File: config.mk
export PLATFORM = sky130hd
export DESIGN_NAME = seq_multiplier
export DESIGN_NICKNAME = d
export VERILOG_FILES = /design/src/rtl/seq_multiplier_pkg.sv /design/src/rtl/seq_multiplier_mul_add_shift.sv /design/src/rtl/seq_multiplier.sv
export SDC_FILE = /design/constraint.sdc
export NUM_CORES = 1
export LEC_CHECK = 0
export BUFFER_PORTS_ARGS = -buffer_cell sky130_fd_sc_hd__buf_4
export CAP_MARGIN = 20
export CORE_ASPECT_RATIO = 1.1
export CORE_UTILIZATION = 55
export DETAILED_ROUTE_END_ITERATION = 16
export HOLD_SLACK_MARGIN = 0.08
export PLACE_DENSITY = 0.8
export SYNTH_ARGS = -nofsm -noshare
export SYNTH_HDL_FRONTEND = slang
export SYNTH_SLANG_ARGS = --single-unit
File: constraint.sdc
create_clock -name clk -period 3.15 [get_ports clk]
set_input_delay 0.4725 -clock clk [delete_from_list [all_inputs] [get_ports clk]]
set_output_delay 0.4725 -clock clk [all_outputs]
set_load 0.02 [all_outputs]
File: src/rtl/seq_multiplier_pkg.sv
// -----------------------------------------------------------------------------
// seq_multiplier_pkg
// Shared definitions for the shift-add multiplier and the execute-stage logic
// around it (ALU control, HI/LO stage).
//   - state_t      : multiplier FSM encoding (IDLE/MUL/DONE)
//   - DEFAULT_WIDTH: default operand width
//   - FUNCT_MULTU  : funct code the ALU control decodes to raise start
// -----------------------------------------------------------------------------
package seq_multiplier_pkg;

    localparam int DEFAULT_WIDTH = 32;

    localparam logic [5:0] FUNCT_MULTU = 6'b011001;

    typedef enum logic [1:0] {
        IDLE = 2'd0,
        MUL  = 2'd1,
        DONE = 2'd2
    } state_t;

endpackage

File: src/rtl/seq_multiplier_mul_add_shift.sv
// -----------------------------------------------------------------------------
// mul_add_shift
// One combinational shift-add step of the unsigned multiplier.
// Ports:
//   i_prod      : current product register {upper accumulator, remaining multiplier}
//   i_mcand     : multiplicand
//   o_prod_next : product register after one step
// -----------------------------------------------------------------------------
module mul_add_shift
    import seq_multiplier_pkg::*;
#(
    parameter int WIDTH = DEFAULT_WIDTH
) (
    input  logic [2*WIDTH-1:0] i_prod,
    input  logic [WIDTH-1:0]   i_mcand,
    output logic [2*WIDTH-1:0] o_prod_next
);

    // One extra bit so the carry out of the upper-half add is kept and shifted
    // into the top of the product instead of being lost.
    logic [WIDTH:0] w_sum;

    always_comb begin
        w_sum       = {1'b0, i_prod[2*WIDTH-1:WIDTH]}
                    + (i_prod[0] ? {1'b0, i_mcand} : '0);
        o_prod_next = {w_sum, i_prod[WIDTH-1:1]};
    end

endmodule

File: src/rtl/seq_multiplier.sv
// -----------------------------------------------------------------------------
// seq_multiplier
// Sequential shift-add unsigned multiplier, one partial-product step per clock,
// with a start/busy/done handshake. Result is exact (2*WIDTH bits).
// Ports:
//   clk     : clock, rising edge
//   rst_n   : asynchronous active-low reset
//   start   : request a multiply, only honoured in IDLE
//   dataA   : multiplicand (unsigned), sampled at the accepted start edge
//   dataB   : multiplier (unsigned), sampled at the accepted start edge
//   busy    : high whenever the FSM is not IDLE
//   done    : one-cycle pulse, product is final in this cycle
//   product : product register; holds the last result while IDLE
// -----------------------------------------------------------------------------
module seq_multiplier
    import seq_multiplier_pkg::*;
#(
    parameter int WIDTH = DEFAULT_WIDTH
) (
    input  logic               clk,
    input  logic               rst_n,
    input  logic               start,
    input  logic [WIDTH-1:0]   dataA,
    input  logic [WIDTH-1:0]   dataB,
    output logic               busy,
    output logic               done,
    output logic [2*WIDTH-1:0] product
);

    localparam int              CNT_W     = $clog2(WIDTH) + 1;
    localparam logic [CNT_W-1:0] LAST_STEP = CNT_W'(WIDTH - 1);

    state_t               r_state;
    state_t               w_state_next;
    logic [CNT_W-1:0]     r_cnt;
    logic [WIDTH-1:0]     r_mcand;
    logic [2*WIDTH-1:0]   r_prod;
    logic [2*WIDTH-1:0]   w_prod_step;

    mul_add_shift #(
        .WIDTH (WIDTH)
    ) u_step (
        .i_prod      (r_prod),
        .i_mcand     (r_mcand),
        .o_prod_next (w_prod_step)
    );

    always_ff @(posedge clk or negedge rst_n) begin
        if (!rst_n) begin
            r_state <= IDLE;
        end else begin
            r_state <= w_state_next;
        end
    end

    // busy/done decode the registered state only, so start never reaches
    // them combinationally.
    always_comb begin
        w_state_next = r_state;
        busy         = 1'b0;
        done         = 1'b0;
        case (r_state)
            IDLE: begin
                if (start) begin
                    w_state_next = MUL;
                end
            end
            MUL: begin
                busy = 1'b1;
                if (r_cnt == LAST_STEP) begin
                    w_state_next = DONE;
                end
            end
            DONE: begin
                busy         = 1'b1;
                done         = 1'b1;
                w_state_next = IDLE;
            end
            default: begin
                w_state_next = IDLE;
            end
        endcase
    end

    // The multiplier operand lives in the low half of the product register and
    // is consumed one bit per step as the accumulator shifts in from the top.
    always_ff @(posedge clk or negedge rst_n) begin
        if (!rst_n) begin
            r_cnt   <= '0;
            r_mcand <= '0;
            r_prod  <= '0;
        end else begin
            case (r_state)
                IDLE: begin
                    if (start) begin
                        r_mcand <= dataA;
                        r_prod  <= {{WIDTH{1'b0}}, dataB};
                        r_cnt   <= '0;
                    end
                end
                MUL: begin
                    r_prod <= w_prod_step;
                    r_cnt  <= r_cnt + 1'b1;
                end
                default: begin
                end
            endcase
        end
    end

    assign product = r_prod;

endmodule
; Yosys cells after proc, flatten, opt, wreduce, memory -nomap -nowiden
; Index checks and enable logic that the tools add are counted.
[classes]
add_sub_neg = 2
eq_ne = 5
muxes = 10
n_reduce_logical = 6
[ops]
columns = operator, n
row1 = $pmux W64 S2, 1
row2 = $mux W64, 1
row3 = $add A32 B33 Y33, 1
row4 = $mux W32, 1
row5 = $pmux W6 S2, 1
row6 = $add A6 B1 Y6 const B, 1
row7 = $eq A6 B5 Y1 const B, 1
row8 = $mux W6, 1
row9 = $reduce_and A2 Y1, 3
row10 = $mux W2, 2
row11 = $ne A2 B2 Y1 const B, 2
row12 = $pmux W2 S2, 1
row13 = $eq A2 B1 Y1 const B, 1
row14 = $eq A2 B2 Y1 const B, 1
row15 = $logic_not A2 Y1, 1
row16 = $mux W1, 2
row17 = $reduce_bool A2 Y1, 1
row18 = $reduce_or A2 Y1, 1
[totals]
regBits = 104
inputBits = 67
word_cells = 27

; Depth between registers and ports, before layout
[depth]
depth_word = 3
depth_mapped = 11
ltp_nobuf = 11

; Modules after synthesis
; A second synthesis with hierarchy kept.
[hier_totals]
hier_cells = 620
area_unflattened_um2 = 6398.6
[by_module_without_submodules]
columns = mod, n_inst, cells_each, area_per_inst_um2, seq_area_each_um2
row1 = seq_multiplier, 1, 325, 4211.5, 2602.5
row2 = mul_add_shift, 1, 295, 2187.1, 0.0

; Least setup slack after synthesis
; No wires, ideal clock.
[synth_timing]
kind = register -> register
from = reg r_prod[0] (netlist: product[0])
to = reg r_prod[61] (netlist: product[61])
setup_time_ns = 0.122
t_arrival_ns = 2.653
required_ns = 3.028
slack_ns = 0.375
path_stages_with_launch = 11
path_buffers = 1
path_cell_list = dfrtp_1 clkbuf_1 nand2_1 fa_1 nor2b_1 o211ai_2 a211oi_2 o31ai_2 a2111oi_2 o21ai_0 a32o_1
[synth_between]
elab_chain_cells = 3
[synth_lines]
columns = element, line_no
row1 = from (decl), seq_multiplier.sv:37  ; logic [2*WIDTH-1:0] r_prod;
row2 = from (signal assigned), seq_multiplier.sv:97  ; r_prod <= {{WIDTH{1'b0}}, dataB};
row3 = from (signal assigned), seq_multiplier.sv:102  ; r_prod <= w_prod_step;
row4 = $mux W32, seq_multiplier_mul_add_shift.sv:25  ; + (i_prod[0] ? {1'b0, i_mcand} : '0);
row5 = $add A32 B33 Y33, seq_multiplier_mul_add_shift.sv:25
row6 = $pmux W64 S2, seq_multiplier.sv:93  ; case (r_state)
; No other way between the ends.
; A chain may end at the register's enable or synchronous reset.

; Worst setup path in the final report
[layout_timing]
from = reg r_prod[0] (netlist: product[0])
to = reg r_prod[55] (netlist: product[55])
; Same word-level chain as after synthesis.

==> flow_metrics.tcl <==
set metrics [dict create \
    grt_max_degree 65 \
    slew_headroom 0.566 \
    clk_latency_ns 0.35 \
    cp_data_required_time_ns 3.36 \
    start_util 0.567 \
    synth_edf_count 0 \
    path_buf_inv 2 \
    setup_tns_ns 0 \
    yosysSeqAreaShare 0.419 \
    synth_cell_types 58 \
    crit_chain "buf_4, and2_1, ha_1, a21oi_1, o21ai_1, a221oi_1, o21ai_0, a31oi_1, buf_4, xnor2_1, o21ai_0" \
    synth_seq_cells 104 \
    synthesis.nets 756 \
    viasPerCell 5.87 \
    slowest_stage "dfrtp_1" \
    period_needed_ns 2.87 \
    route.antenna.remaining_nets 0 \
    cts-htree-levels 3 \
    p_total_mw 7.46 \
    fin_crit_sh 0.912 \
    cts_setup_buffers 0 \
    p_leak_nw 3.56 \
    worstSetupPathType "flop to flop" \
    hold_viol_final 0 \
    chipWidth_um 103 \
    end_kind "flop" \
    first_pass_iters 5 \
    cp_top_family "compound AO/OA/AOI/OAI gates" \
    area_delta_synth_final_pct 23.2 \
    fp.dieH_um 113 \
    worstPathArrival_ns 3.08 \
    status "complete, no violations" \
    netlist_area_sq_mm 0.00621 \
    clock_path_buffers 2 \
    clkSinkCount 104 \
    fill_cells 851 \
    drive_above_1_share 0.258 \
    yosys_warnings 0 \
    wl_mm 15.0 \
    cts_buffers 9 \
    drt_first_iter_violations 204 \
    wl_per_cell_um 16.3 \
    die_area_sq_mm 0.0117 \
    cts_tree "built" \
    cp-start-kind "flop" \
    io_pins 133 \
    rsz0062_at_grt "no" \
    grt_pass1_wl_mm 24.0 \
    n_antenna_cell 0 \
    grt_overflow 0 \
    cts.hold.buffers_added 0 \
    min_path_type "primary input to async pin" \
    final_nets 873 \
    cp_slowest_stage_delay_ns 0.40 \
    grt_util_all_layers 0.261 \
    m1WireLength_mm 6.22 \
    wl_met2_mm 7.59 \
    clock.fmax_ghz 0.348 \
    final_common_cell "buf_4" \
    ir_drop_mv 0.525 \
    fp.coreArea_sq_mm 0.0110 \
    numPortBuffers 132 \
    cts_resized 0 \
    final_cell_mix "138 x buf_4, 104 x dfrtp_1, 90 x nand2_1" \
    root_buffer "clkbuf_16" \
    route.detailed.drc 0 \
    crit_fanout 23 \
    avgSynthCellArea_sq_um 9.53 \
    worstMarginPinSlew_ns 0.649 \
    setup_violations 0 \
    power_density_mw_per_mm2 974 \
    vias 5391 \
    dp.final_hpwl_mm 10.7 \
    met3_length_um 832 \
    routabilityCongestion 0.975 \
    skew_ns 0.00646 \
    top_layer_used "met4" \
    clkTransAtPathRegs_ns 0.07 \
    rows 40 \
    synth_cells 652 \
    postSynth.asyncResetShare 1.00 \
    finalMaxSlewViolations 0 \
    grt_pass1_vias 5199 \
    antenna_found_initial 0 \
    drv_cap 0 \
    ys.flop_type "dfrtp_1" \
]
[layer usage]
| metal | vias up | global-route usage |
|---|---|---|
| met2 | 218 | 0.449 |
| met3 | 42 | 0.0331 |
| met1 | 2577 | 0.323 |
| met5 | - | 0 |
| li1 | 2554 | - |
| met4 | 0 | 0.118 |
[metrics by stage]
stage | hold WS [ns] | setup WS, ns | instances | instance area (sq um) | utilization
after floorplan | 0.177 | 0.375 | 652 | 6210 | -
after global placement | 0.485 | 0.389 | 904 | 7350 | 0.671
after detailed placement | 0.490 | 0.286 | 904 | 7350 | 0.671
after CTS | 0.134 | 0.271 | 918 | 7630 | 0.696
after global routing | 0.162 | 0.115 | 919 | 7650 | 0.698
final | 0.111 | 0.276 | 919 | 7650 | 0.698
[final timing paths]
kind                                          from                 endpoint  slack (ns)  cells past startpoint
max                         product[0]$_DFFE_PN0P_  product[55]$_DFFE_PN0P_        0.28                     11
min                                          rst_n   product[3]$_DFFE_PN0P_        0.11                      1
max reg2reg                 product[0]$_DFFE_PN0P_  product[55]$_DFFE_PN0P_        0.28                     11
min reg2reg                r_mcand[23]$_DFFE_PN0P_  r_mcand[23]$_DFFE_PN0P_        0.50                      1
max in group asynchronous                    rst_n  product[35]$_DFFE_PN0P_        2.32                      2
min in group clk                         dataA[28]  r_mcand[28]$_DFFE_PN0P_        0.35                      2
[area by class of cell]
class	instances	area (sq um)	area share
Multi-Input combinational cell	497	3430	0.448
Clock buffer	10	239	0.0312
Inverter	16	60.1	0.00785
Tap cell	147	184	0.0240
Timing Repair Buffer	141	1100	0.144
Sequential cell	104	2600	0.340
Clock inverter	4	32.5	0.00425
[cell families after synthesis]
group | Yosys count | share of synthesized area
compound gates | 182 | 0.187
xor+xnor | 23 | 0.0324
fa+ha+maj | 37 | 0.0757
buf+inv | 51 | 0.0312
flops | 104 | 0.419
mux | 65 | 0.111
simple gates | 190 | 0.144
[sequential cells by signal, summed over array words and instances, names as in the netlist]
| signal | count |
|---|---|
| r_mcand | 32 |
| r_cnt | 6 |
| r_state | 2 |
| product | 64 |
[synth_stat cells (6+ instances only)]
| cell | instances | area (sq um) |
|---|---|---|
| dfrtp_1 | 104 | 2600 |
| and2_1 | 33 | 206 |
| nand4_1 | 9 | 56.3 |
| mux2_2 | 32 | 360 |
| o211ai_1 | 6 | 45.0 |
| clkbuf_1 | 26 | 97.6 |
| xor2_1 | 11 | 96.3 |
| nor2_1 | 26 | 97.6 |
| a21oi_1 | 39 | 195 |
| o21ai_0 | 74 | 370 |
| inv_1 | 16 | 60.1 |
| mux2i_1 | 33 | 330 |
| buf_1 | 7 | 26.3 |
| a21o_1 | 12 | 90.1 |
| ha_1 | 36 | 450 |
| nand3_1 | 12 | 60.1 |
| xnor2_1 | 12 | 105 |
| nand2_1 | 90 | 338 |
[power breakdown]
part	switching [mW]	total (mW)	internal [mW]
clock network	0.494	1.05	0.551
registers	0.390	2.29	1.90
logic	2.38	4.12	1.73
Note: power is estimated with default switching activity, not from simulation.
